## src/rtl/rx_frame_parser_pkg.sv

```systemverilog
// Shared encodings and constants for the receive frame parser.
// Pure declarations; no latency or flow control of its own.
package rx_frame_parser_pkg;

    localparam int pFSM_BUS_WIDHT = 3;

    typedef enum logic [pFSM_BUS_WIDHT-1:0] {
        lpIDLE     = 3'd0,
        lpPREAMBLE = 3'd1,
        lpSFD      = 3'd2,
        lpDA       = 3'd3,
        lpSA       = 3'd4,
        lpTYPE     = 3'd5,
        lpPAYLOAD  = 3'd6,
        lpDROP     = 3'd7
    } frame_state_e;

    localparam logic [7:0]  lpPREAMBLE_BYTE = 8'h55;
    localparam logic [7:0]  lpSFD_BYTE      = 8'hD5;
    localparam logic [31:0] lpCRC_INIT      = 32'hFFFF_FFFF;
    localparam logic [31:0] lpCRC_POLY      = 32'hEDB8_8320;
    localparam logic [31:0] lpCRC_RESIDUE   = 32'hDEBB_20E3;
    localparam logic [10:0] lpLEN_SAT       = 11'h7FF;

    // States in which a byte is forwarded to the packet memory.
    function automatic logic in_frame(input frame_state_e s);
        return s inside {lpSFD, lpDA, lpSA, lpTYPE, lpPAYLOAD};
    endfunction

    // States whose bytes are covered by CRC and length.
    function automatic logic in_body(input frame_state_e s);
        return s inside {lpDA, lpSA, lpTYPE, lpPAYLOAD};
    endfunction

endpackage

```

## src/rtl/rx_frame_parser_crc32.sv

```systemverilog
// Reflected CRC-32 advanced by one byte; purely combinational, zero latency.
// No flow control: the caller decides when the result is loaded.
module crc32_d8
    import rx_frame_parser_pkg::*;
(
    input  logic [31:0] crc_in,
    input  logic [7:0]  d,
    output logic [31:0] crc_out
);

    logic [31:0] c;

    always_comb begin
        c = crc_in ^ {24'd0, d};
        for (int i = 0; i < 8; i++) begin
            c = c[0] ? ((c >> 1) ^ lpCRC_POLY) : (c >> 1);
        end
        crc_out = c;
    end

endmodule

```

## src/rtl/rx_frame_parser.sv

```systemverilog
// Parses PHY receive bytes into frame fields, checks FCS and length; 1-cycle output latency.
// No backpressure: the PHY stream cannot be stalled, verdict strobes appear one cycle after the last byte.
module rx_frame_parser
    import rx_frame_parser_pkg::*;
#(
    parameter int pDATA_WIDTH        = 8,
    parameter int pMIN_PACKET_LENGHT = 64,
    parameter int pMAX_PACKET_LENGHT = 1518,
    parameter int pCNT_WIDTH         = 16
) (
    input  logic                      iclk,
    input  logic                      irst,
    input  logic                      idv,
    input  logic [pDATA_WIDTH-1:0]    irx_d,
    input  logic                      irx_er,
    output logic                      odv,
    output logic [pDATA_WIDTH-1:0]    orx_d,
    output logic                      orx_er,
    output logic [pFSM_BUS_WIDHT-1:0] oframe_state,
    output logic                      ook,
    output logic [pCNT_WIDTH-1:0]     ogood_cnt,
    output logic [pCNT_WIDTH-1:0]     obad_cnt
);

    localparam logic [10:0] MIN_LEN = 11'(pMIN_PACKET_LENGHT);
    localparam logic [10:0] MAX_LEN = 11'(pMAX_PACKET_LENGHT);

    frame_state_e            state_q, state_d, dec_st;
    frame_state_e            fst_q;
    logic [2:0]              fcnt_q, fcnt_d;
    logic [31:0]             crc_q, crc_d, crc_next;
    logic [10:0]             len_q, len_d;
    logic                    odv_q, odv_d;
    logic [pDATA_WIDTH-1:0]  rxd_q;
    logic                    er_q, er_d;
    logic                    ok_q, ok_d;
    logic [pCNT_WIDTH-1:0]   good_cnt_q, good_cnt_d;
    logic [pCNT_WIDTH-1:0]   bad_cnt_q, bad_cnt_d;

    crc32_d8 u_crc (
        .crc_in  (crc_q),
        .d       (irx_d[7:0]),
        .crc_out (crc_next)
    );

    always_comb begin
        dec_st  = lpIDLE;
        state_d = lpIDLE;
        fcnt_d  = fcnt_q;
        crc_d   = crc_q;
        len_d   = len_q;
        ok_d    = 1'b0;
        er_d    = 1'b0;

        if (idv) begin
            // fcnt_q counts bytes already consumed in the current address/type field.
            case (state_q)
                lpIDLE:     dec_st = (irx_d[7:0] == lpPREAMBLE_BYTE) ? lpPREAMBLE : lpDROP;
                lpPREAMBLE: begin
                    if (irx_d[7:0] == lpPREAMBLE_BYTE) dec_st = lpPREAMBLE;
                    else if (irx_d[7:0] == lpSFD_BYTE) dec_st = lpSFD;
                    else                               dec_st = lpDROP;
                end
                lpSFD: begin
                    dec_st = lpDA;
                    fcnt_d = 3'd1;
                end
                lpDA: begin
                    dec_st = (fcnt_q == 3'd6) ? lpSA : lpDA;
                    fcnt_d = (fcnt_q == 3'd6) ? 3'd1 : fcnt_q + 3'd1;
                end
                lpSA: begin
                    dec_st = (fcnt_q == 3'd6) ? lpTYPE : lpSA;
                    fcnt_d = (fcnt_q == 3'd6) ? 3'd1 : fcnt_q + 3'd1;
                end
                lpTYPE: begin
                    dec_st = (fcnt_q == 3'd2) ? lpPAYLOAD : lpTYPE;
                    fcnt_d = fcnt_q + 3'd1;
                end
                lpPAYLOAD:  dec_st = lpPAYLOAD;
                default:    dec_st = lpDROP;
            endcase

            if (dec_st == lpSFD) begin
                crc_d = lpCRC_INIT;
                len_d = 11'd0;
            end else if (in_body(dec_st)) begin
                crc_d = crc_next;
                len_d = (len_q == lpLEN_SAT) ? len_q : len_q + 11'd1;
            end

            state_d = dec_st;
            if (irx_er && in_frame(dec_st)) begin
                er_d    = 1'b1;
                state_d = lpDROP;
            end
        end else if (in_frame(state_q)) begin
            if (state_q == lpPAYLOAD && crc_q == lpCRC_RESIDUE &&
                len_q >= MIN_LEN && len_q <= MAX_LEN) begin
                ok_d = 1'b1;
            end else begin
                er_d = 1'b1;
            end
        end

        odv_d      = in_frame(dec_st);
        good_cnt_d = (ok_d && !(&good_cnt_q)) ? good_cnt_q + pCNT_WIDTH'(1) : good_cnt_q;
        bad_cnt_d  = (er_d && !(&bad_cnt_q))  ? bad_cnt_q + pCNT_WIDTH'(1)  : bad_cnt_q;
    end

    always_ff @(posedge iclk) begin
        if (irst) begin
            // Rest in DROP so a frame still in flight at release is discarded.
            state_q    <= lpDROP;
            fst_q      <= lpIDLE;
            fcnt_q     <= 3'd0;
            crc_q      <= 32'd0;
            len_q      <= 11'd0;
            odv_q      <= 1'b0;
            rxd_q      <= '0;
            er_q       <= 1'b0;
            ok_q       <= 1'b0;
            good_cnt_q <= '0;
            bad_cnt_q  <= '0;
        end else begin
            state_q    <= state_d;
            fst_q      <= dec_st;
            fcnt_q     <= fcnt_d;
            crc_q      <= crc_d;
            len_q      <= len_d;
            odv_q      <= odv_d;
            rxd_q      <= irx_d;
            er_q       <= er_d;
            ok_q       <= ok_d;
            good_cnt_q <= good_cnt_d;
            bad_cnt_q  <= bad_cnt_d;
        end
    end

    assign odv          = odv_q;
    assign orx_d        = rxd_q;
    assign orx_er       = er_q;
    assign ook          = ok_q;
    assign oframe_state = fst_q;
    assign ogood_cnt    = good_cnt_q;
    assign obad_cnt     = bad_cnt_q;

endmodule

```

## config.mk

```make
export PLATFORM = sky130hd
export DESIGN_NAME = rx_frame_parser
export DESIGN_NICKNAME = d
export VERILOG_FILES = /design/src/rtl/rx_frame_parser_pkg.sv /design/src/rtl/rx_frame_parser_crc32.sv /design/src/rtl/rx_frame_parser.sv
export SDC_FILE = /design/constraint.sdc
export NUM_CORES = 1
export LEC_CHECK = 0
export BUFFER_PORTS_ARGS = -buffer_cell sky130_fd_sc_hd__buf_2
export CAP_MARGIN = 20
export CORE_MARGIN = 4
export CORE_UTILIZATION = 36
export CTS_CLUSTER_DIAMETER = 120
export DETAILED_ROUTE_END_ITERATION = 8
export PLACE_DENSITY = 0.67
export SETUP_SLACK_MARGIN = 0.1
export SLEW_MARGIN = 40
export SYNTH_ARGS = -nofsm -noshare
export SYNTH_HDL_FRONTEND = slang
export SYNTH_SLANG_ARGS = --single-unit
```

## constraint.sdc

```tcl
create_clock -name iclk -period 2.8 [get_ports iclk]
set_input_delay 0.42 -clock iclk [delete_from_list [all_inputs] [get_ports iclk]]
set_output_delay 0.42 -clock iclk [all_outputs]
set_load 0.01 [all_outputs]
```

==> load_flow_metrics.sql <==
INSERT INTO impl_metrics (metric_group, metric, value, unit) VALUES
('detailed_routing', 'antenna_violating_nets_post_route', '0', ''),
('synthesis', 'asyncSetResetFlopFracSynth', '0', ''),
('clock_network', 'worst_setup_hold_path_clk_slew', '0.07', 'ns'),
('synthesis', 'postSynth.topFlopCell', 'sky130_fd_sc_hd__dfxtp_1', ''),
('power', 'switching_share', '0.3268', ''),
('synthesis', 'ys_seq_area_frac', '0.3963', ''),
('power', 'power_share_of_the_combinational_group', '0.311', ''),
('place', 'dp.final_hpwl', '8574', 'µm'),
('sta', 'min_period', '2.677', 'ns'),
('sta', 'maxSlewViolCount', '0', ''),
('run_status', 'outcome', 'finished clean', ''),
('global_route', 'busiest_layer', 'met2', ''),
('clock_network', 'numCtsBuffers', '9', ''),
('critical_path', 'regToRegStartpoint', 'len_q[6]', ''),
('detailed_routing', 'drc_errors', '0', ''),
('power', 'power_leakage', '0.002350', 'µW'),
('floorplan', 'die_area', '0.01524', 'mm²'),
('sta', 'max_freq', '373.5', 'MHz'),
('layout', 'finalNonFillerCells', '799', ''),
('detailed_routing', 'drtPass1Iterations', '4', ''),
('detailed_routing', 'detailroute.via_count', '4081', ''),
('power', 'cell_internal_pwr', '2648', 'µW'),
('detailed_routing', 'via_per_inst', '5.108', ''),
('global_route', 'global_route.usage.total', '0.1613', ''),
('synthesis', 'count_of_flip_flops_with_a_built_in_enable_after_synthesis', '0', ''),
('critical_path', 'timing.critical_path.required', '3.01', 'ns'),
('floorplan', 'initial_core_util', '0.3741', ''),
('clock_network', 'tritoncts', 'yes', ''),
('global_route', 'grt_antenna_before_repair', '0', ''),
('power', 'peakVddDrop', '349.7', 'µV'),
('sta', 'rsz0062_at_grt', 'yes', ''),
('synthesis', 'netlist.top_cell.by_area', 'sky130_fd_sc_hd__dfxtp_1', ''),
('global_route', 'grtUsageMet1', '0.2105', ''),
('synthesis', 'syn-cell-area', '0.004798', 'mm²'),
('sta', 'setup-violations-final', '0', ''),
('layout', 'drive_gt1_frac', '0.2440', ''),
('critical_path', 'cpLargestDelayFamily', 'simple AND/OR/NAND/NOR gates', ''),
('detailed_routing', 'drt-total-wl', '11710', 'µm'),
('floorplan', 'design.core.area', '0.01282', 'mm²'),
('critical_path', 'cp_num_buf_inv', '2', ''),
('critical_path', 'slowest_stage', 'sky130_fd_sc_hd__or4_4', ''),
('critical_path', 'critPathKind', 'flop to flop', ''),
('power', 'power.switching', '1286', 'µW'),
('synthesis', 'ys.warnings.count', '0', ''),
('global_route', 'grt_util_met2', '0.2620', ''),
('flow_run', 'max-cap-violations', '0', ''),
('place', 'port_buffers', '57', ''),
('synthesis', 'avgSynthCellArea', '8.935', 'µm²'),
('floorplan', 'i_o_pin_count', '58', ''),
('floorplan', 'rows', '41', ''),
('synthesis', 'post_synth_most_frequent_cells', 'sky130_fd_sc_hd__dfxtp_1, sky130_fd_sc_hd__nor2_1, sky130_fd_sc_hd__xnor2_1, sky130_fd_sc_hd__xor2_1, sky130_fd_sc_hd__a311oi_1', ''),
('sta', 'max_slew_margin', '0.4678', ''),
('clock_network', 'clock_sink_count', '95', ''),
('critical_path', 'timing.critical_path.fanout_max', '5', ''),
('floorplan', 'die_h', '123.5', 'µm'),
('clock_network', 'clock_tree.htree_level_count', '3', ''),
('critical_path', 'crit_chain', 'or4_4, o211ai_1, a2111oi_2, buf_4, or4_4, a2111oi_4, buf_6, a41o_1, a21oi_1', ''),
('place', 'dp_slack', '-0.1526', 'ns'),
('place', 'dpl.cell_count', '775', ''),
('global_route', 'grt_overflow_total', '0', ''),
('critical_path', 'worst_setup_path_start_kind', 'flop', ''),
('power', 'share_seq_of_total_power', '0.399', ''),
('hold_path', 'timing.hold.worst.class', 'input port to flop', ''),
('power', 'clkPwrFrac', '0.290', ''),
('critical_path', 'worstSetupStartpoint', 'len_q[6]', ''),
('synthesis', 'synth.area.top_cells', 'sky130_fd_sc_hd__dfxtp_1, sky130_fd_sc_hd__xnor2_1, sky130_fd_sc_hd__nor2_1, sky130_fd_sc_hd__xor2_1, sky130_fd_sc_hd__a311oi_1', ''),
('hold_path', 'holdCritStartpoint', 'irx_d[0]', ''),
('global_route', 'maximum_number_of_pins_on_one_net_before_global_route_repair', '66', ''),
('synthesis', 'number_of_library_cell_types_mapped_by_synthesis', '58', ''),
('floorplan', 'dieWidth', '123.5', 'µm'),
('global_route', 'grtUsageMet3', '0.04941', '');
==> cell type report <==
class	count	area, µm²
clock inverters	6	45.04
flip-flops and latches	95	1912
multi-input cells	400	2804
clock buffers	10	229.0
repair buffers	105	673.1
inverters	11	41.29
well taps	172	215.2
fillers	1243	6905
==> per-stage QoR <==
stage / area [µm²] / hold slack (ns)
finish: 5919 / 0.3985
global route: 5919 / 0.4192
CTS: 5827 / 0.3869
detailed placement: 5484 / 0.5140
global placement: 5484 / 0.4796
floorplan: 4798 / 0.4753
==> cell families after synthesis <==
group | after synthesis | synth area share
flops | 95 | 0.3963
compound gates | 87 | 0.1434
mux | 9 | 0.01982
xor+xnor | 95 | 0.1734
simple gates | 203 | 0.2159
fa+ha+maj | 6 | 0.01564
buf+inv | 42 | 0.03546
==> flip-flops by register name, indices dropped and copies added, names as in the netlist <==
name / flops
crc_q: 32
len_q: 11
orx_d: 8
obad_cnt: 16
state_q: 3
ogood_cnt: 16
odv: 1
ook: 1
orx_er: 1
oframe_state: 3
fcnt_q: 3
==> final timing paths <==
kind	to	slack, ns	cells past startpoint
setup / recovery	obad_cnt[15]	0.12	9
hold reg to reg	fcnt_q[2]	0.51	2
hold / removal	orx_d[0]	0.40	3
setup reg to reg	obad_cnt[15]	0.12	9
==> cells in the final DEF, fill, tap and decap left out, drive strengths merged, types with 8 or more instances in the layout <==
cell and instances:
buf 105, dfxtp 95, nor2 85, xnor2 60
xor2 35, a311oi 29, nand2 26, nand4 17
and3 16, a21oi 16, nor2b 14, inv 13
clkbuf 10, nand3 10, a211oi 8
==> metal layers <==
| metal | wire (µm) | share of wire |
|---|---|---|
| met3 | 527 | 0.045 |
| met4 | 153 | 0.013 |
| met1 | 5457 | 0.47 |
| met2 | 5567 | 0.48 |
| met5 | 0 | 0 |
==> worst min-delay path, cell delays in order <==
cell	delay, ns
sky130_fd_sc_hd__buf_2	0.08
sky130_fd_sc_hd__buf_4	0.10
sky130_fd_sc_hd__nor2b_1	0.11
==> power by group through the flow <==
stage                     combinational, µW  sequential [µW]  clock (µW)
after floorplan                         918             1570           0
after CTS                              1220             1570        1180
after global routing                   1360             1580        1230
after detailed placement               1200             1600           0
final                                  1220             1570        1140
after global placement                 1190             1590           0
==> timing repair <==
item,4_1_cts,5_1_grt
pin swaps,10,6
buffers inserted,4,3
endpoints found under the setup margin,15,12
hold buffers,0,0
resized for setup,13,14
cloned,1,0
No activity file was read; power rests on OpenSTA's default activity.
